===== config.mk =====
export PLATFORM = sky130hd
export DESIGN_NAME = elem_rotator_pipe
export DESIGN_NICKNAME = d
export VERILOG_FILES = /design/src/rtl/elem_rotator_pipe.sv
export SDC_FILE = /design/constraint.sdc
export NUM_CORES = 1
export LEC_CHECK = 0
export ABC_AREA = 1
export BUFFER_PORTS_ARGS = -buffer_cell sky130_fd_sc_hd__clkbuf_2
export CAP_MARGIN = 10
export CORE_UTILIZATION = 55
export DETAILED_ROUTE_END_ITERATION = 6
export GPL_ROUTABILITY_DRIVEN = 0
export PLACE_DENSITY = 0.91
export SYNTH_ARGS = -nofsm -noshare
export SYNTH_HDL_FRONTEND = slang
export SYNTH_SLANG_ARGS = --single-unit
export TNS_END_PERCENT = 1

===== constraint.sdc =====
create_clock -name clk -period 1.32 [get_ports clk]
set_input_delay 0.066 -clock clk [delete_from_list [all_inputs] [get_ports clk]]
set_output_delay 0.066 -clock clk [all_outputs]
set_load 0.05 [all_outputs]

===== src/rtl/elem_rotator_pipe.sv =====
// Runtime-programmable element rotator/shifter on a valid/ready stream.
// The word holds M elements of N bits each. The move is split into AW
// log-stages: stage k moves the word by 2^k elements when amount bit k is set.
// Rotation wraps modulo M. Shift mode fills the vacated slots with the beat's
// fill element. Each beat carries its own amount, direction, mode and fill
// through the pipe. A single advance signal moves or holds every stage.
module elem_rotator_pipe #(
    parameter int N    = 8,
    parameter int M    = 4,
    parameter int PIPE = 1,
    localparam int AW  = (M > 1) ? $clog2(M) : 1
) (
    input  logic             clk,
    input  logic             reset_n,
    input  logic             in_valid,
    output logic             in_ready,
    input  logic [N*M-1:0]   in_data,
    input  logic [AW-1:0]    in_amt,
    input  logic             in_dir,
    input  logic             in_mode,
    input  logic [N-1:0]     in_fill,
    output logic             out_valid,
    input  logic             out_ready,
    output logic [N*M-1:0]   out_data
);

    localparam int W  = N * M;
    // Number of register stages: one per log-stage, or a single output register.
    localparam int NR = (PIPE != 0) ? AW : 1;

    // One log-stage. The rotate distance is 2^k mod M, so composed stages add
    // modulo M. The shift distance is the raw 2^k, so an amount >= M clears the
    // whole word to fill. When M = 1, the rotate distance is 0 (identity).
    function automatic logic [W-1:0] move_stage(
        input logic [W-1:0]  d,
        input logic [AW-1:0] amt,
        input logic          dir,
        input logic          mode,
        input logic [N-1:0]  fill,
        input int            k
    );
        logic [W-1:0] r;
        int s_rot;
        int s_sh;
        int src_r;
        int src_s;
        r     = d;
        s_rot = (1 << k) % M;
        s_sh  = 1 << k;
        if (amt[k]) begin
            for (int j = 0; j < M; j++) begin
                src_r = dir ? ((j + s_rot) % M) : ((j - s_rot + M) % M);
                src_s = dir ? (j + s_sh) : (j - s_sh);
                if (!mode) begin
                    r[j*N +: N] = d[src_r*N +: N];
                end else if (src_s >= 0 && src_s < M) begin
                    r[j*N +: N] = d[src_s*N +: N];
                end else begin
                    r[j*N +: N] = fill;
                end
            end
        end
        return r;
    endfunction

    // Inputs seen by each log-stage, and the result of each log-stage.
    logic [W-1:0]  st_data [AW];
    logic [AW-1:0] st_amt  [AW];
    logic          st_dir  [AW];
    logic          st_mode [AW];
    logic [N-1:0]  st_fill [AW];
    logic [W-1:0]  res_d   [AW];
    logic          adv;

    // The whole pipe moves as one unit. It advances when the output is
    // consumed or the output holds no beat. Bubbles are never squeezed out.
    assign adv      = out_ready || !out_valid;
    assign in_ready = adv;

    for (genvar r = 0; r < NR; r++) begin : g_reg
        localparam int SRC = (PIPE != 0) ? r : AW - 1;
        logic [W-1:0] data_q;
        logic         vld_q;
        logic         vld_src;

        if (r == 0) begin : g_vsrc
            assign vld_src = in_valid;
        end else begin : g_vsrc
            assign vld_src = g_reg[r-1].vld_q;
        end

        // Data and valid register for this stage. It loads on every advance,
        // including bubbles.
        always_ff @(posedge clk or negedge reset_n) begin
            if (!reset_n) begin
                vld_q  <= 1'b0;
                data_q <= '0;
            end else if (adv) begin
                vld_q  <= vld_src;
                data_q <= res_d[SRC];
            end
        end

        if (r < NR - 1) begin : g_ctl
            logic [AW-1:0] amt_q;
            logic          dir_q;
            logic          mode_q;
            logic [N-1:0]  fill_q;

            // Per-beat control travels beside the data into the next log-stage.
            always_ff @(posedge clk or negedge reset_n) begin
                if (!reset_n) begin
                    amt_q  <= '0;
                    dir_q  <= 1'b0;
                    mode_q <= 1'b0;
                    fill_q <= '0;
                end else if (adv) begin
                    amt_q  <= st_amt[r];
                    dir_q  <= st_dir[r];
                    mode_q <= st_mode[r];
                    fill_q <= st_fill[r];
                end
            end
        end
    end

    for (genvar k = 0; k < AW; k++) begin : g_stage
        if (k == 0) begin : g_src
            assign st_data[k] = in_data;
            assign st_amt[k]  = in_amt;
            assign st_dir[k]  = in_dir;
            assign st_mode[k] = in_mode;
            assign st_fill[k] = in_fill;
        end else if (PIPE != 0) begin : g_src
            assign st_data[k] = g_reg[k-1].data_q;
            assign st_amt[k]  = g_reg[k-1].g_ctl.amt_q;
            assign st_dir[k]  = g_reg[k-1].g_ctl.dir_q;
            assign st_mode[k] = g_reg[k-1].g_ctl.mode_q;
            assign st_fill[k] = g_reg[k-1].g_ctl.fill_q;
        end else begin : g_src
            assign st_data[k] = res_d[k-1];
            assign st_amt[k]  = st_amt[k-1];
            assign st_dir[k]  = st_dir[k-1];
            assign st_mode[k] = st_mode[k-1];
            assign st_fill[k] = st_fill[k-1];
        end

        assign res_d[k] = move_stage(st_data[k], st_amt[k], st_dir[k],
                                     st_mode[k], st_fill[k], k);
    end

    assign out_valid = g_reg[NR-1].vld_q;
    assign out_data  = g_reg[NR-1].data_q;

endmodule


Yosys cells after proc, flatten, opt, wreduce, memory -nomap -nowiden
Index checks and enable logic that the tools add are counted.
{"block": "word_totals", "register_bits": 78, "elab_cells": 72, "out_inout_bits": 34, "in_bits": 48}
{"block": "op_classes", "muxes": 28, "reduce_logical": 10, "n_shift": 10, "order_cmp": 16}
{"op": "$mux 32", "count": 5}
{"op": "$mux 8", "count": 16}
{"op": "$shiftx 32x6->8", "count": 4}
{"op": "$ge 32x1->1 const B", "count": 3}
{"op": "$lt 32x4->1 const B", "count": 3}
{"op": "$shiftx 32x32->8", "count": 3}
{"op": "$shiftx 32x7->8", "count": 3}
{"op": "$ge 3x1->1 const B", "count": 3}
{"op": "$lt 3x3->1 const B", "count": 3}
{"op": "$mux 3", "count": 3}
{"op": "$logic_and 1x1->1", "count": 8}
{"op": "$mux 2", "count": 4}
{"op": "$lt 2x3->1 const B", "count": 2}
{"op": "$ge 2x1->1 const B", "count": 2}
{"op": "$logic_not 1->1", "count": 1}
{"op": "$logic_or 1x1->1", "count": 1}

Logic depth before layout (Yosys ltp)
Gate-level depths: netlist (run 1).
{"block": "logic_depth", "depth_word": 6, "ltp_mapped": 8, "ltp_nobuf": 6}

Least setup slack after synthesis (run 1)
No wires, ideal clock.
{"block": "synth_path", "kind": "register to register", "from": "register g_reg[1].vld_q (netlist: out_valid)", "to": "register g_reg[0].g_ctl.amt_q[1]", "setup_slack_ns": -0.159, "n_path_buf": 2, "setup_ns": 0.066, "required_time_ns": 1.254, "path_stages_with_launch": 6, "arrival_time_ns": 1.413, "period_less_slack_ns": 1.479, "path_cell_list": "dfrtp_1 -> nand2_2 -> buf_2 -> buf_2 -> nand2_1 -> nand2_1"}
{"block": "synth_via", "elab_chain_cells": 2}
{"item": "from (decl)", "line": "83", "source": "logic vld_q;"}
{"item": "from (signal assigned)", "line": "99", "source": "vld_q <= vld_src;"}
{"item": "$logic_not 1->1", "line": "77", "source": "assign adv = out_ready || !out_valid;"}
{"item": "$logic_or 1x1->1", "line": "77"}
{"item": "net in_ready", "line": "16", "source": "output logic in_ready,"}
{"item": "to (signal assigned)", "line": "118", "source": "amt_q <= st_amt[r];"}
{"item": "to (decl)", "line": "105", "source": "logic [AW-1:0] amt_q;"}
The timed path passes the listed nets, and every way through them passes these cells.
A chain may end at the register's enable or synchronous reset.

Worst setup path after layout (run 1)
{"block": "layout_path", "from": "register g_reg[1].vld_q (netlist: out_valid)", "to": "output port in_ready"}
{"block": "layout_via", "elab_chain_cells": 2}
{"item": "$logic_not 1->1", "line": "77"}
{"item": "$logic_or 1x1->1", "line": "77"}
{"item": "to (decl)", "line": "16"}
Every way passes these cells.

==> summary.json, run 1 <==
{
  "pwr": {
    "power.clock.fraction_pct": 22.5,
    "comb_power_share_pct": 37.4,
    "seqPwrFrac_pct": 40.1,
    "swShare_pct": 42.42,
    "switch_pwr_mw": 3.435,
    "p_per_area_nw_per_um2": 1518,
    "power.leakage_nw": 2.979,
    "internal_power_mw": 4.662,
    "peakVddDrop_mv": 0.6153
  },
  "timing": {
    "slew_viol_final": 0,
    "rsz_0062_raised_after_global_routing": "no",
    "fmax_mhz": 795.5,
    "setup-tns-final_ns": 0,
    "layout_min_cycle_time_ns": 1.257,
    "worst_pin_slew_ns": 0.5608,
    "max_slew_margin_pct": 62.57,
    "whs_ns": 0.06431,
    "hold_viol": 0,
    "layout_worst_path_cycle_share_pct": 95.24,
    "finalSetupViolations": 0,
    "worst_clock_skew_ns": 0.01355
  },
  "place": {
    "buffer_ports.inserted": 81,
    "hpwlAfterDp_um": 8946,
    "placed_cells_incl_taps": 850,
    "detailed_place.area_sq_um": 5019
  },
  "finish": {
    "final-instance-count-excl-fill": 877,
    "layout.core_utilization_pct": 68.33,
    "design_area_sq_um": 5335,
    "mostFrequentLayoutCells": "240 x nand2_1, 112 x nor2_1, 79 x clkbuf_2",
    "syn2layout_area_growth_pct": 19.37,
    "layout_commonest_cell": "nand2_1",
    "layout-drive-gt1-share_pct": 15.23,
    "antenna_cells_inserted": 0,
    "finalNetCount": 818
  },
  "cts": {
    "cts.reportedPaths.clkPinSlew_ns": 0.08,
    "clk_root_buffer_cell": "clkbuf_8",
    "clock_latency_ns": 0.35,
    "cts-root-to-sink-buffers": 2,
    "cts_inserted_buffers": 9,
    "total_clock_sinks": 77,
    "max_h_tree_level": 3,
    "cts_tree": "built"
  },
  "grt": {
    "grt_antenna_before_repair": 0,
    "grt_pass1_vias": 4473,
    "grt.total_usage_pct": 32.36,
    "grt-ovfl-total": 0,
    "grt_start_max_net_pins": 66,
    "grt_first_pass_wirelength_um": 21270
  },
  "status": {
    "run_status": "finished with violations",
    "failed_checks": "DRC"
  },
  "critical_path": {
    "worstSetupStartpointType": "register",
    "critPathKind": "register to primary output",
    "worst-endpoint-arrival_ns": 1.19,
    "critPathCaptureType": "primary output",
    "path_max_fanout": 8,
    "critical_path_required_ns": 1.25
  },
  "drt": {
    "drtPass1Iterations": 7,
    "dr.first_iter.drc_count": 365,
    "detail-route-antenna-nets": 0,
    "vias_per_inst": 5.448,
    "detail_route.wirelength_um": 12590,
    "route.vias.total": 4778,
    "drt-wirelength-per-cell_um": 14.36,
    "drc": 5
  },
  "synth": {
    "yosysSeqAreaShare_pct": 43.11,
    "yosysWarnings": 0,
    "syn_area_per_cell_sq_um": 6.468,
    "synth.lib_cells_used.distinct": 13,
    "post_synth_instance_area_sq_um": 4469,
    "synth_cells": 691,
    "syn-num-nets": 739,
    "ys_ff_latch": 77
  },
  "die": {
    "top_level_ports": 82,
    "initial_core_util_pct": 57.24,
    "num_rows": 32,
    "area_of_the_die_sq_um": 8491,
    "chipWidth_um": 92.15,
    "fp.dieH_um": 92.15,
    "placeableCoreArea_sq_um": 7807
  },
  "run": {
    "max_cap_violations": 0
  },
  "hold_path": {
    "hp-class": "input pin to register"
  }
}
## layer usage
| layer | global-route usage, % | wire [um] |
|---|---|---|
| met5 | 0 | 0 |
| met3 | 6.882 | 1152 |
| met1 | 42.87 | 5181 |
| met2 | 50.56 | 5803 |
| met4 | 15.36 | 454 |
## through the flow
stage                     total power [mW]  worst slack [ns]
final                                8.097           0.06287
after global routing                 8.567          0.005037
after CTS                            8.087           0.05240
after detailed placement             6.241            0.1718
after global placement               6.158            0.1954
after floorplan                      5.350           0.03755
## repair_timing
item                                   in CTS  in global routing
setup buffers                               0                  0
hold buffers                               11                  0
setup endpoints to repair                   0                  1
gates resized for setup                     0                  2
endpoints found under the hold margin      82                  0
## critical path, stage by stage (launching register included)
cell and delay [ns]:
dfrtp_2 0.42, nand2_2 0.13, buf_6 0.15, buf_12 0.13
## kinds of logic after synthesis
group	share of synthesized area, %
and+or+nand+nor	37.91
buffers and inverters	10.58
DFF	43.11
AOI/OAI and AO/OA	8.399
## worst paths after layout
kind	cells past startpoint	to	from	slack [ns]
worst max-delay path	3	in_ready	out_valid	0.06
worst min-delay path	5	g_reg[0].data_q[27]	in_data[3]	0.06
worst max register to register	5	g_reg[0].data_q[26]	out_valid	0.09
worst min register to register	2	out_valid	g_reg[0].vld_q	0.45
max in group asynchronous	3	g_reg[0].g_ctl.dir_q	reset_n	0.62
min in group asynchronous	2	g_reg[0].g_ctl.fill_q[6]	reset_n	0.18
## power groups by stage
stage               Clock [mW]  Sequential (mW)  Combinational, mW
global route              1.97             3.30               3.30
global placement             0             3.26               2.90
CTS                       1.84             3.23               3.01
finish                    1.82             3.25               3.03
detailed placement           0             3.28               2.96
floorplan                    0             4.11               1.24
## layout make-up
cell class,instances,area (sq um)
fillers,652,2472
clock buffers,13,158.9
repair buffers,109,737.0
clock inverters,3,43.79
well taps,102,127.6
inverters,72,270.3
multi-input cells,501,2069
flip-flops and latches,77,1928
## registers in the layout, summed over array words and instances, names as in the netlist
| signal | count |
|---|---|
| g.g_ctl.mode_q | 1 |
| out_data | 32 |
| out_valid | 1 |
| g.g_ctl.dir_q | 1 |
| g.g_ctl.amt_q | 1 |
| g.data_q | 32 |
| g.g_ctl.fill_q | 8 |
| g.vld_q | 1 |
## synth_stat cells
library cell / number / area share, %
nor2_1: 112 / 9.4
inv_2: 3 / 0.25
nand2_1: 240 / 20
buf_1: 3 / 0.25
inv_1: 69 / 5.8
buf_2: 27 / 3.0
clkbuf_1: 7 / 0.59
o21ai_0: 35 / 3.9
dfrtp_1: 77 / 43
a21oi_1: 40 / 4.5
buf_4: 4 / 0.67
nand2_2: 2 / 0.28
nand3_1: 72 / 8.1
Note: power is estimated with default switching activity, not from simulation.
==> run 2, diff against run 1 <==
- BUFFER_PORTS_ARGS: -buffer_cell sky130_fd_sc_hd__clkbuf_2 -> -buffer_cell sky130_fd_sc_hd__buf_2
- CORE_MARGIN: default -> 4
==> run 2 against run 1 <==
  * The run still ends with DRC left
  * Global-route usage is 2.5 points lower
  * Clock power is 23% higher
  * Count of clock-buffer cells in the layout shrank 1
  * Die area increased by 13%
  * Design area is 1.5% higher
  * Via count rose by 4.1%
  * Setup slack worse by 0.047 ns
  * Fmax down 3.6%
  * Critical path type unchanged
  * Critical endpoint unchanged
  * Largest power group unchanged
==> summary.json, run 2 (synthesis results as in run 1) <==
{
  "pwr": {
    "p_per_area": {"value": 1591, "unit": "nW/um^2", "change": "was 1518 nW/um^2"},
    "power.leakage": {"value": 3.001, "unit": "nW", "change": "was 2.979 nW"},
    "peakVddDrop": {"value": 0.6434, "unit": "mV", "change": "was 0.6153 mV"}
  },
  "timing": {
    "slew_viol_final": {"value": 0, "change": "unchanged"},
    "layout_min_cycle_time": {"value": 1.305, "unit": "ns", "change": "was 1.257 ns"},
    "hold_viol": {"value": 0, "change": "unchanged"},
    "max_slew_margin": {"value": 64.68, "unit": "%", "change": "was 62.57%"},
    "fmax": {"value": 766.6, "unit": "MHz", "change": "was 795.5 MHz"},
    "whs": {"value": 0.06167, "unit": "ns", "change": "was 0.06431 ns"},
    "worst_clock_skew": {"value": 0.009386, "unit": "ns", "change": "was 0.01355 ns"},
    "layout_worst_path_cycle_share": {"value": 98.83, "unit": "%", "change": "was 95.24%"},
    "finalSetupViolations": {"value": 0, "change": "unchanged"},
    "rsz_0062_raised_after_global_routing": {"value": "yes", "change": "was no"},
    "worst_pin_slew": {"value": 0.5292, "unit": "ns", "change": "was 0.5608 ns"},
    "setup-tns-final": {"value": 0, "unit": "ns", "change": "unchanged"}
  },
  "finish": {
    "layout_commonest_cell": {"value": "nand2_1", "change": "unchanged"},
    "seqCellArea": {"value": 1929, "unit": "sq um", "change": "was 1928 sq um"},
    "antenna_cells_inserted": {"value": 0, "change": "unchanged"},
    "layout-drive-gt1-share": {"value": 15.48, "unit": "%", "change": "was 15.23%"},
    "fillers": {"value": 624, "change": "was 652"},
    "mostFrequentLayoutCells": {"value": "240 x nand2_1, 112 x nor2_1, 80 x buf_2", "change": "was 240 x nand2_1, 112 x nor2_1, 79 x clkbuf_2"},
    "finalNetCount": {"value": 818, "change": "unchanged"},
    "layout.core_utilization": {"value": 69.38, "unit": "%", "change": "was 68.33%"},
    "multi_input_comb_area": {"value": 2074, "unit": "sq um", "change": "was 2069 sq um"},
    "syn2layout_area_growth": {"value": 21.19, "unit": "%", "change": "was 19.37%"}
  },
  "run": {
    "max_cap_violations": {"value": 0, "change": "unchanged"}
  },
  "critical_path": {
    "worstSetupStartpointType": {"value": "register", "change": "unchanged"},
    "critPathKind": {"value": "register to primary output", "change": "unchanged"},
    "critical_path_required": {"value": 1.25, "unit": "ns", "change": "about the same"},
    "timing.critical_path.mode_cell": "buf_12",
    "r2r_start": {"value": "out_valid", "change": "unchanged"},
    "timing.critical_path.slowest_stage_cell": {"value": "dfrtp_2", "change": "unchanged"},
    "worst_stage_delay_on_the_critical_path": {"value": 0.44, "unit": "ns", "change": "was 0.42 ns"},
    "regToRegSetupSlack": {"value": 0.02, "unit": "ns", "change": "was 0.09 ns"},
    "timing.critical_path.cells": {"value": "nand2_4, buf_12, buf_12", "change": "was nand2_2, buf_6, buf_12"},
    "path_max_fanout": {"value": 20, "change": "was 8"},
    "r2r.worst_path.cells": {"value": 4, "change": "was 5"},
    "timing.critical_path.from": {"value": "out_valid", "change": "unchanged"},
    "critical-path-top-delay-family": {"value": "flip-flops", "change": "unchanged"},
    "worst-endpoint-arrival": {"value": 1.24, "unit": "ns", "change": "was 1.19 ns"},
    "buffers_and_inverters_on_the_worst_path": {"value": 2, "change": "unchanged"},
    "timing.rr.end": {"value": "g_reg[0].data_q[14]", "change": "was g_reg[0].data_q[26]"},
    "critPathCaptureType": {"value": "primary output", "change": "unchanged"}
  },
  "drt": {
    "drtPass1Iterations": {"value": 7, "change": "unchanged"},
    "vias_per_inst": {"value": 5.672, "change": "was 5.448"},
    "route.vias.total": {"value": 4974, "change": "was 4778"},
    "detail-route-antenna-nets": {"value": 0, "change": "unchanged"},
    "dr.first_iter.drc_count": {"value": 564, "change": "was 365"},
    "detail_route.wirelength": {"value": 14360, "unit": "um", "change": "was 12590 um"},
    "drc": {"value": 12, "change": "was 5"},
    "drt-wirelength-per-cell": {"value": 16.38, "unit": "um", "change": "was 14.36 um"}
  },
  "hold_path": {
    "timing.hold.worst.start": {"value": "in_data[4]", "change": "was in_data[3]"},
    "hp-class": {"value": "input pin to register", "change": "unchanged"},
    "worstHoldEndpoint": {"value": "g_reg[0].data_q[12]", "change": "was g_reg[0].data_q[27]"},
    "worstHoldPathCells": {"value": 5, "change": "unchanged"}
  },
  "status": {
    "failed_checks": {"value": "DRC", "change": "unchanged"},
    "run_status": {"value": "finished with violations", "change": "unchanged"}
  },
  "die": {
    "area_of_the_die": {"value": 9632, "unit": "sq um", "change": "was 8491 sq um"},
    "fp.dieH": {"value": 98.15, "unit": "um", "change": "was 92.15 um"},
    "placeableCoreArea": {"value": 7807, "unit": "sq um", "change": "unchanged"},
    "chipWidth": {"value": 98.15, "unit": "um", "change": "was 92.15 um"},
    "initial_core_util": {"value": 57.24, "unit": "%", "change": "unchanged"},
    "num_rows": {"value": 32, "change": "unchanged"},
    "top_level_ports": {"value": 82, "change": "unchanged"}
  },
  "cts": {
    "cts_inserted_buffers": {"value": 9, "change": "unchanged"},
    "cts-root-to-sink-buffers": {"value": 2, "change": "unchanged"},
    "cts_tree": {"value": "built", "change": "unchanged"},
    "total_clock_sinks": {"value": 77, "change": "unchanged"},
    "clk_root_buffer_cell": {"value": "clkbuf_8", "change": "unchanged"},
    "max_h_tree_level": {"value": 3, "change": "unchanged"},
    "clock_latency": {"value": 0.37, "unit": "ns", "change": "was 0.35 ns"},
    "cts.reportedPaths.clkPinSlew": {"value": 0.09, "unit": "ns", "change": "was 0.08 ns"}
  },
  "place": {
    "buffer_ports.inserted": {"value": 81, "change": "unchanged"},
    "hpwlAfterDp": {"value": 9243, "unit": "um", "change": "was 8946 um"}
  },
  "grt": {
    "grt_pass1_vias": {"value": 4679, "change": "was 4473"},
    "grt_start_max_net_pins": {"value": 78, "change": "was 66"},
    "grt.total_usage": {"value": 29.85, "unit": "%", "change": "was 32.36%"},
    "grt-ovfl-total": {"value": 0, "change": "unchanged"},
    "grt_antenna_before_repair": {"value": 0, "change": "unchanged"},
    "grt_first_pass_wirelength": {"value": 22950, "unit": "um", "change": "was 21270 um"}
  }
}
-- run 2: cell count changes in the layout (fill, tap and decap cells not counted), moves of 2 or more --
cell	before	now
buf_2	1	80
bufbuf_16	0	2
bufinv_16	1	3
clkbuf_2	79	0
-- run 2: through the flow --
stage | power (mW) | setup slack [ns] | std cells | area (sq um)
detailed placement | 6.242 | 0.09631 | 848 | 4976
floorplan | 5.350 | 0.03755 | 691 | 4473
global route | 9.023 | -0.01518 | 877 | 5416
global placement | 6.148 | 0.1685 | 848 | 4976
CTS | 8.531 | 0.01065 | 877 | 5403
finish | 8.618 | 0.01548 | 877 | 5416
-- run 2: area by class of cell --
| type | count | area share (%) |
|---|---|---|
| inverters | 72 | 5.059 |
| flip-flops and latches | 77 | 35.62 |
| clock buffers | 12 | 2.680 |
| clock inverters | 4 | 1.756 |
| well taps | 102 | 2.356 |
| repair buffers | 109 | 14.23 |
| multi-input cells | 501 | 38.30 |
-- run 2: how the worst max path moves through the flow --
stage / end / slack [ns] / cells past startpoint
after floorplan: out_data[24] / 0.04 / 7
after global placement: out_data[17] / 0.17 / 6
after detailed placement: g_reg[0].data_q[15] / 0.1 / 5
after CTS: in_ready / 0.01 / 3
after global routing: out_data[17] / -0.02 / 6
final: in_ready / 0.02 / 3
-- run 2: layer usage --
layer  wire length [um]  track usage (%)
met2               6556            48.06
met3               1703            6.714
met5                  0                0
met1               5341            38.21
met4                762            14.39
-- run 2: power breakdown --
part / switching, mW / internal, mW
sequential: 0.414 / 2.84
clock: 0.920 / 1.31
combinational: 2.25 / 0.895
-- run 2: worst min-delay path, stage by stage --
cell     delay [ns]
buf_2          0.10
inv_1          0.05
nand2_1        0.05
nand3_1        0.06
a21oi_1        0.06
-- run 2: repair_timing --
action                                  in CTS  in global routing
gates cloned                                 2                  0
pin swaps                                    0                  1
endpoints found under the setup margin       1                  8
resized for setup                            3                  4
hold buffers                                11                  0
setup buffers                                0                  0
endpoints found under the hold margin       87                  0
